**src/rtl/jk_excite_ctrl.sv**
```systemverilog
// Drive-side controller for a bank of W JK flip-flops: converts a target word into
// one cycle of J/K excitation, then verifies the bank landed on the target.
module jk_excite_ctrl #(
    parameter int W             = 8,
    parameter bit PREFER_TOGGLE = 1'b0
) (
    input  logic         clk,
    input  logic         rst,
    input  logic         in_valid,
    output logic         in_ready,
    input  logic [W-1:0] in_data,
    input  logic [W-1:0] q_fb,
    output logic [W-1:0] j_out,
    output logic [W-1:0] k_out,
    output logic         busy,
    output logic         done,
    output logic         err,
    input  logic         clr_err
);

    typedef enum logic [1:0] {
        IDLE  = 2'd0,
        DRIVE = 2'd1,
        CHECK = 2'd2,
        ERROR = 2'd3
    } state_t;

    state_t         state_r, state_s;
    logic [W-1:0]   tgt_r, tgt_s;
    logic [W-1:0]   j_r, j_s;
    logic [W-1:0]   k_r, k_s;
    logic           done_r, done_s;
    logic           err_r, err_s;
    logic           xfer_s;

    // Inverse JK map: returns {j, k} that moves q to t in one edge.
    function automatic logic [2*W-1:0] excite(input logic [W-1:0] q, input logic [W-1:0] t);
        logic [W-1:0] j;
        logic [W-1:0] k;
        if (PREFER_TOGGLE) begin
            j = q ^ t;
            k = q ^ t;
        end else begin
            j = ~q & t;
            k = q & ~t;
        end
        return {j, k};
    endfunction

    assign in_ready = (state_r == IDLE) && !rst;
    assign xfer_s   = in_valid && in_ready;
    assign busy     = (state_r != IDLE);
    assign j_out    = j_r;
    assign k_out    = k_r;
    assign done     = done_r;
    assign err      = err_r;

    // Next-state and next-output logic; excitation is nonzero only entering DRIVE.
    always_comb begin
        state_s = state_r;
        tgt_s   = tgt_r;
        j_s     = {W{1'b0}};
        k_s     = {W{1'b0}};
        done_s  = 1'b0;
        err_s   = err_r;
        case (state_r)
            IDLE: begin
                if (xfer_s) begin
                    tgt_s      = in_data;
                    {j_s, k_s} = excite(q_fb, in_data);
                    state_s    = DRIVE;
                end else begin
                    state_s = IDLE;
                end
            end
            DRIVE: begin
                state_s = CHECK;
            end
            CHECK: begin
                if (q_fb == tgt_r) begin
                    done_s  = 1'b1;
                    state_s = IDLE;
                end else begin
                    err_s   = 1'b1;
                    state_s = ERROR;
                end
            end
            ERROR: begin
                if (clr_err) begin
                    err_s   = 1'b0;
                    state_s = IDLE;
                end else begin
                    state_s = ERROR;
                end
            end
            default: begin
                state_s = IDLE;
            end
        endcase
    end

    // State and output registers.
    always_ff @(posedge clk or posedge rst) begin
        if (rst) begin
            state_r <= IDLE;
            tgt_r   <= {W{1'b0}};
            j_r     <= {W{1'b0}};
            k_r     <= {W{1'b0}};
            done_r  <= 1'b0;
            err_r   <= 1'b0;
        end else begin
            state_r <= state_s;
            tgt_r   <= tgt_s;
            j_r     <= j_s;
            k_r     <= k_s;
            done_r  <= done_s;
            err_r   <= err_s;
        end
    end

endmodule

```
**config.mk**
```make
export PLATFORM = sky130hd
export DESIGN_NAME = jk_excite_ctrl
export DESIGN_NICKNAME = d
export VERILOG_FILES = /design/src/rtl/jk_excite_ctrl.sv
export SDC_FILE = /design/constraint.sdc
export NUM_CORES = 1
export LEC_CHECK = 0
export ABC_AREA = 1
export CELL_PAD_IN_SITES_DETAIL_PLACEMENT = 0
export CELL_PAD_IN_SITES_GLOBAL_PLACEMENT = 1
export CORE_ASPECT_RATIO = 0.7
export CORE_MARGIN = 2
export CORE_UTILIZATION = 29
export CTS_CLUSTER_DIAMETER = 120
export DETAILED_ROUTE_END_ITERATION = 8
export GPL_TIMING_DRIVEN = 0
export PLACE_DENSITY_LB_ADDON = 0.1
export SLEW_MARGIN = 5
export SYNTH_ARGS = -nofsm -noshare
export SYNTH_HDL_FRONTEND = slang
export SYNTH_SLANG_ARGS = --single-unit
export TNS_END_PERCENT = 5
```
**constraint.sdc**
```tcl
create_clock -name clk -period 1.3 [get_ports clk]
set_clock_uncertainty 0.2 [all_clocks]
set_input_delay 0.195 -clock clk [delete_from_list [all_inputs] [get_ports clk]]
set_output_delay 0.195 -clock clk [all_outputs]
set_load 0.01 [all_outputs]
```
# After elaboration in Yosys (flattened, before gate mapping)
# Index checks and enable logic that the tools add are counted.
# W data, S select, Z words.
dict set report classes {
  add_sub_neg 0
  mul 0
  div 0
  magnitude_cmp 0
  eq_ne 6
  shifts 0
  muxes 13
  bitwise_logic 4
  n_reduce_logical 8
}
# operator count
set ops {}
lappend ops {{$mux W8} 4}
lappend ops {{$and A8 B8 Y8} 2}
lappend ops {{$not A8 Y8} 2}
lappend ops {{$eq A8 B8 Y1} 1}
lappend ops {{$pmux W2 S4} 1}
lappend ops {{$mux W1} 5}
lappend ops {{$eq A2 B2 Y1 const B} 2}
lappend ops {{$mux W2} 2}
lappend ops {{$ne A2 B2 Y1 const B} 2}
lappend ops {{$reduce_bool A2 Y1} 2}
lappend ops {{$reduce_and A3 Y1} 1}
lappend ops {{$eq A2 B1 Y1 const B} 1}
lappend ops {{$logic_and A1 B1 Y1} 2}
lappend ops {{$logic_not A2 Y1} 1}
lappend ops {{$pmux W1 S2} 1}
lappend ops {{$reduce_and A2 Y1} 1}
lappend ops {{$logic_not A1 Y1} 1}
dict set report word_totals {
  register_bits 28
  latch_bits 0
  ramBits 0
  rom_bits 0
  in_bits 20
  out_inout_bits 20
  elab_cells 37
  n_memories 0
}

# Logic depth before layout (Yosys ltp)
dict set report logic_depth {
  ltp_word 5
  depth_mapped 8
  ltp_nobuf 8
}

# Least setup slack after synthesis
# No wires, ideal clock.
dict set report synth_path {
  path_type {in2reg}
  start {in rst}
  end {reg j_r[2], in the netlist j_out[2]}
  setup_ns 0.071
  arrival_ns 1.440
  required_time_ns 1.029
  setup_slack_ns -0.411
  path_stages 6
  path_buffers 2
  path_cell_list {inv_1 -> and3_1 -> buf_6 -> buf_12 -> nand2_2 -> nor2_1}
}
dict set report synth_between {
  elab_chain_cells 5
}
# element line_no
set synth_rtl {}
lappend synth_rtl {{start, declared} 8} ;# input logic rst,
lappend synth_rtl {{$logic_not A1 Y1 (no line)} n/a}
lappend synth_rtl {{$logic_and A1 B1 Y1} 50} ;# assign in_ready = (state_r == IDLE) && !rst;
lappend synth_rtl {{$logic_and A1 B1 Y1} 51} ;# assign xfer_s = in_valid && in_ready;
lappend synth_rtl {{$mux W8} 68} ;# if (xfer_s) begin
lappend synth_rtl {{$mux W8} 66} ;# case (state_r)
lappend synth_rtl {{via j_s[2]} 30} ;# logic [W-1:0] j_r, j_s;
lappend synth_rtl {{end signal, assigned} 107} ;# j_r <= {W{1'b0}};
lappend synth_rtl {{end signal, assigned} 114} ;# j_r <= j_s;
lappend synth_rtl {{end, declared} 30}
# The timed path passes the listed nets, and every way through them passes these cells.
# A chain may end at the register's enable or synchronous reset.

# Worst setup path in the final report
dict set report layout_path {
  start {reg state_r[1]}
  end {out in_ready}
}
dict set report layout_between {
  elab_chain_cells 2
}
# element line_no
set layout_rtl {}
lappend layout_rtl {{start, declared} 28} ;# state_t state_r, state_s;
lappend layout_rtl {{start signal, assigned} 112} ;# state_r <= state_s;
lappend layout_rtl {{$logic_not A2 Y1} 50}
lappend layout_rtl {{$logic_and A1 B1 Y1} 50}
lappend layout_rtl {{end, declared} 10} ;# output logic in_ready,
# Every way passes these cells.

==> summary.md <==
| Metric | Value |
|---|---|
| # H-tree levels | 1 |
| Antenna diode count | 0 |
| TritonCTS sink count | 28 |
| CTS tree | done |
| Vertical die dimension | 56.4 µm |
| Area of the die | 0.00444 mm² |
| I/O pins | 40 |
| Total iterations of the first detailed-routing run | 4 |
| Placement-stage worst setup slack | -1210 ps |
| IR drop worst, VDD | 0.510 mV |
| Total area of multi-input combinational cells | 402 µm² |
| Library cells used by synthesis | 14 |
| Failing checks | setup timing |
| Gate count of the mapped netlist | 121 |
| Total Routing Usage GR | 0.121 |
| Reported max-cap violation count | 0 |
| Transition time at the pin with the least slew margin | 708 ps |
| Number of antenna violations at the first check in global routing | 0 |
| Ratio of routed vias to standard cells | 4.17 |
| Total number of placement rows | 18 |
| Required time at the worst-slack endpoint | 900 ps |
| Count of endpoints failing hold in the final timing report | 0 |
| Number of max-slew violations in the final report | 0 |
| Hold endpoint | k_out[7] |
| Initial cell density of the core | 0.313 |
| Least setup slack across all paths after layout | -170 ps |
| Sequential share of the synthesized area | 0.617 |
| LEAKAGE | 0.873 nW |
| Clock-pin slew reported for the worst setup and hold paths after clock tree synthesis | 100 ps |
| Highest clock rate | 0.680 GHz |
| Endpoint kind of the worst setup timing path | output port |
| Highest-count cells in the layout ignoring fill and taps | 35 x sky130_fd_sc_hd__nand2_1, 28 x sky130_fd_sc_hd__dfrtp_1, 16 x sky130_fd_sc_hd__clkdlybuf4s50_1 |
| Number of filler cells placed in the layout | 363 |
| Crit path kind | reg -> out |
| Cell at the root of the clock tree | sky130_fd_sc_hd__clkbuf_8 |
| Detailed placer's ending HPWL | 1710 µm |
| Maximum fanout along the worst path | 2 |
| Power density cells | 1580 mW/mm² |
| Crit start category | flip-flop |
| Post-Syn Nets | 141 |
| Slew headroom | 0.525 |
| Worst r2r path cells | 5 |
| Pwr Total | 2.73 mW |
| Insertion delay to the later sink of the worst-skew pair | 270 ps |
| Register-to-register path setup slack | -150 ps |
| Pin count of the biggest net entering global routing | 17 |
| Final period util | 1.13 |
| Critical hold path startpoint | q_fb[7] |
| WL per Instance | 11.8 µm |
| Post-synthesis instance area | 0.00114 mm² |
| Residual DRC | 0 |
| Relative area change from synthesis to final layout | 52.2% |
| Worst R2R End | tgt_r[4] |
| Post-layout utilization of the core | 0.477 |
| Number of stages on the worst hold path | 3 |
| Routed wire length | 2630 µm |
| Nets@finish | 193 |
| Share of cells above drive strength 1 | 0.273 |
| Vias in the first global route | 908 |
| Synthesis-stage register bit count | 28 |
| Core region area | 0.00363 mm² |
| Number of clock buffers inserted by TritonCTS | 3 |
| Post-DRT Antenna Nets | 0 |
| Number of port buffers | 39 |
| Final worst path period need | 1470 ps |
| Number of failing setup endpoints in the final timing report | 27 |
| Overflow left after global routing | 0 |
| Global-route wire length before repair | 4160 µm |
| Tightest Hold Check Type | in -> reg |
| Placer congestion estimate | 0.692 |
| DRC marker count from the first detailed-route iteration | 21 |
| Worst path arrival time | 1070 ps |
| Worst hold margin | 9.79 ps |
| Result of the run | finished with violations |
| Via Count | 926 |
| Sequential standard cell area | 701 µm² |
| Number of warnings printed during yosys synthesis | 0 |
| Mean instance size in the synthesized netlist | 9.39 µm² |
| Most common cell after layout, fill and taps aside | sky130_fd_sc_hd__nand2_1 |
| Start of the worst register-to-register path | state_r[1] |
| Unrepaired setup endpoints after global routing | yes |
| Die X-Extent | 78.8 µm |
| Buffers from clock root to sink, at most | 2 |
-- repair_timing --
item | 4_1_cts | 5_1_grt
endpoints found under the setup margin | 47 | 40
hold buffers | 1 | 1
hold endpoints to repair | 14 | 1
resized for setup | 54 | 21
pin swaps | 3 | 1
setup buffers | 4 | 0
gates cloned | 1 | 2
-- logic make-up after synthesis --
kind of cell / Yosys count / share of synthesized area
compound gates: 5 / 0.0385
simple gates: 68 / 0.244
buf+inv: 17 / 0.0771
xor+xnor: 3 / 0.0231
flops: 28 / 0.617
-- synthesized netlist by cell type --
library cell,n,area [µm²]
sky130_fd_sc_hd__dfrtp_1,28,701
sky130_fd_sc_hd__inv_1,14,52.6
sky130_fd_sc_hd__buf_6,1,11.3
sky130_fd_sc_hd__and3_1,1,6.26
sky130_fd_sc_hd__inv_2,1,3.75
sky130_fd_sc_hd__nand2_1,39,146
sky130_fd_sc_hd__nor2_1,15,56.3
sky130_fd_sc_hd__nor2_2,1,6.26
sky130_fd_sc_hd__o21ai_2,5,43.8
sky130_fd_sc_hd__xnor2_1,3,26.3
sky130_fd_sc_hd__buf_12,1,20.0
sky130_fd_sc_hd__nand2_2,2,12.5
sky130_fd_sc_hd__nand3_1,4,20.0
sky130_fd_sc_hd__nor3_1,6,30.0
-- state kept, by name (all words and copies together), names as in the netlist --
signal and cells:
k_out 8, done 1, tgt_r 8, state_r 2
err 1, j_out 8
-- metrics by stage --
stage,instances,area (µm²),setup TNS (ps)
after floorplan,121,1140,-6190
after global routing,222,1730,-4930
after global placement,210,1600,-29720
after detailed placement,210,1600,-30070
after CTS,219,1710,-4030
final,222,1730,-2750
-- final cells by class --
type / count / share of cell area
timing repair inverter: 1 / 0.00289
multi-input combinational: 77 / 0.232
timing repair buffer: 46 / 0.234
sequential: 28 / 0.405
inverter: 15 / 0.0362
buffer: 1 / 0.0116
clock inverter: 1 / 0.0174
clock buffer: 3 / 0.0239
tap: 50 / 0.0362
-- critical path: stages (launching register included) --
cell and delay (ps):
sky130_fd_sc_hd__dfrtp_1 390, sky130_fd_sc_hd__nor2_2 140, sky130_fd_sc_hd__inv_1 60, sky130_fd_sc_hd__nor2_1 70, sky130_fd_sc_hd__buf_2 130
-- power breakdown --
part	internal (mW)	total [mW]	switching [mW]	leakage, nW
clock network	0.412	0.683	0.270	0.0357
logic	0.429	0.899	0.469	0.469
registers	1.05	1.15	0.0983	0.369
-- per-layer routing --
layer	part of all wire	global-route usage	vias to the layer above	wire length, µm
met1	0.46	0.157	423	1220
met5	0	0	-	0
met4	0.0038	0.0222	0	10
met3	0.052	0.0402	2	138
met2	0.48	0.199	28	1260
li1	-	-	473	-
-- worst max-delay path by stage --
stage	startpoint	end	slack [ps]	cells past startpoint
after floorplan	rst	tgt_r[2]	-310	6
after global placement	rst	state_r[0]	-1190	6
after detailed placement	rst	state_r[0]	-1210	6
after CTS	state_r[0]	k_out[6]	-210	6
after global routing	state_r[1]	in_ready	-270	4
final	state_r[1]	in_ready	-170	4
Power figures use the tool's default switching activity.
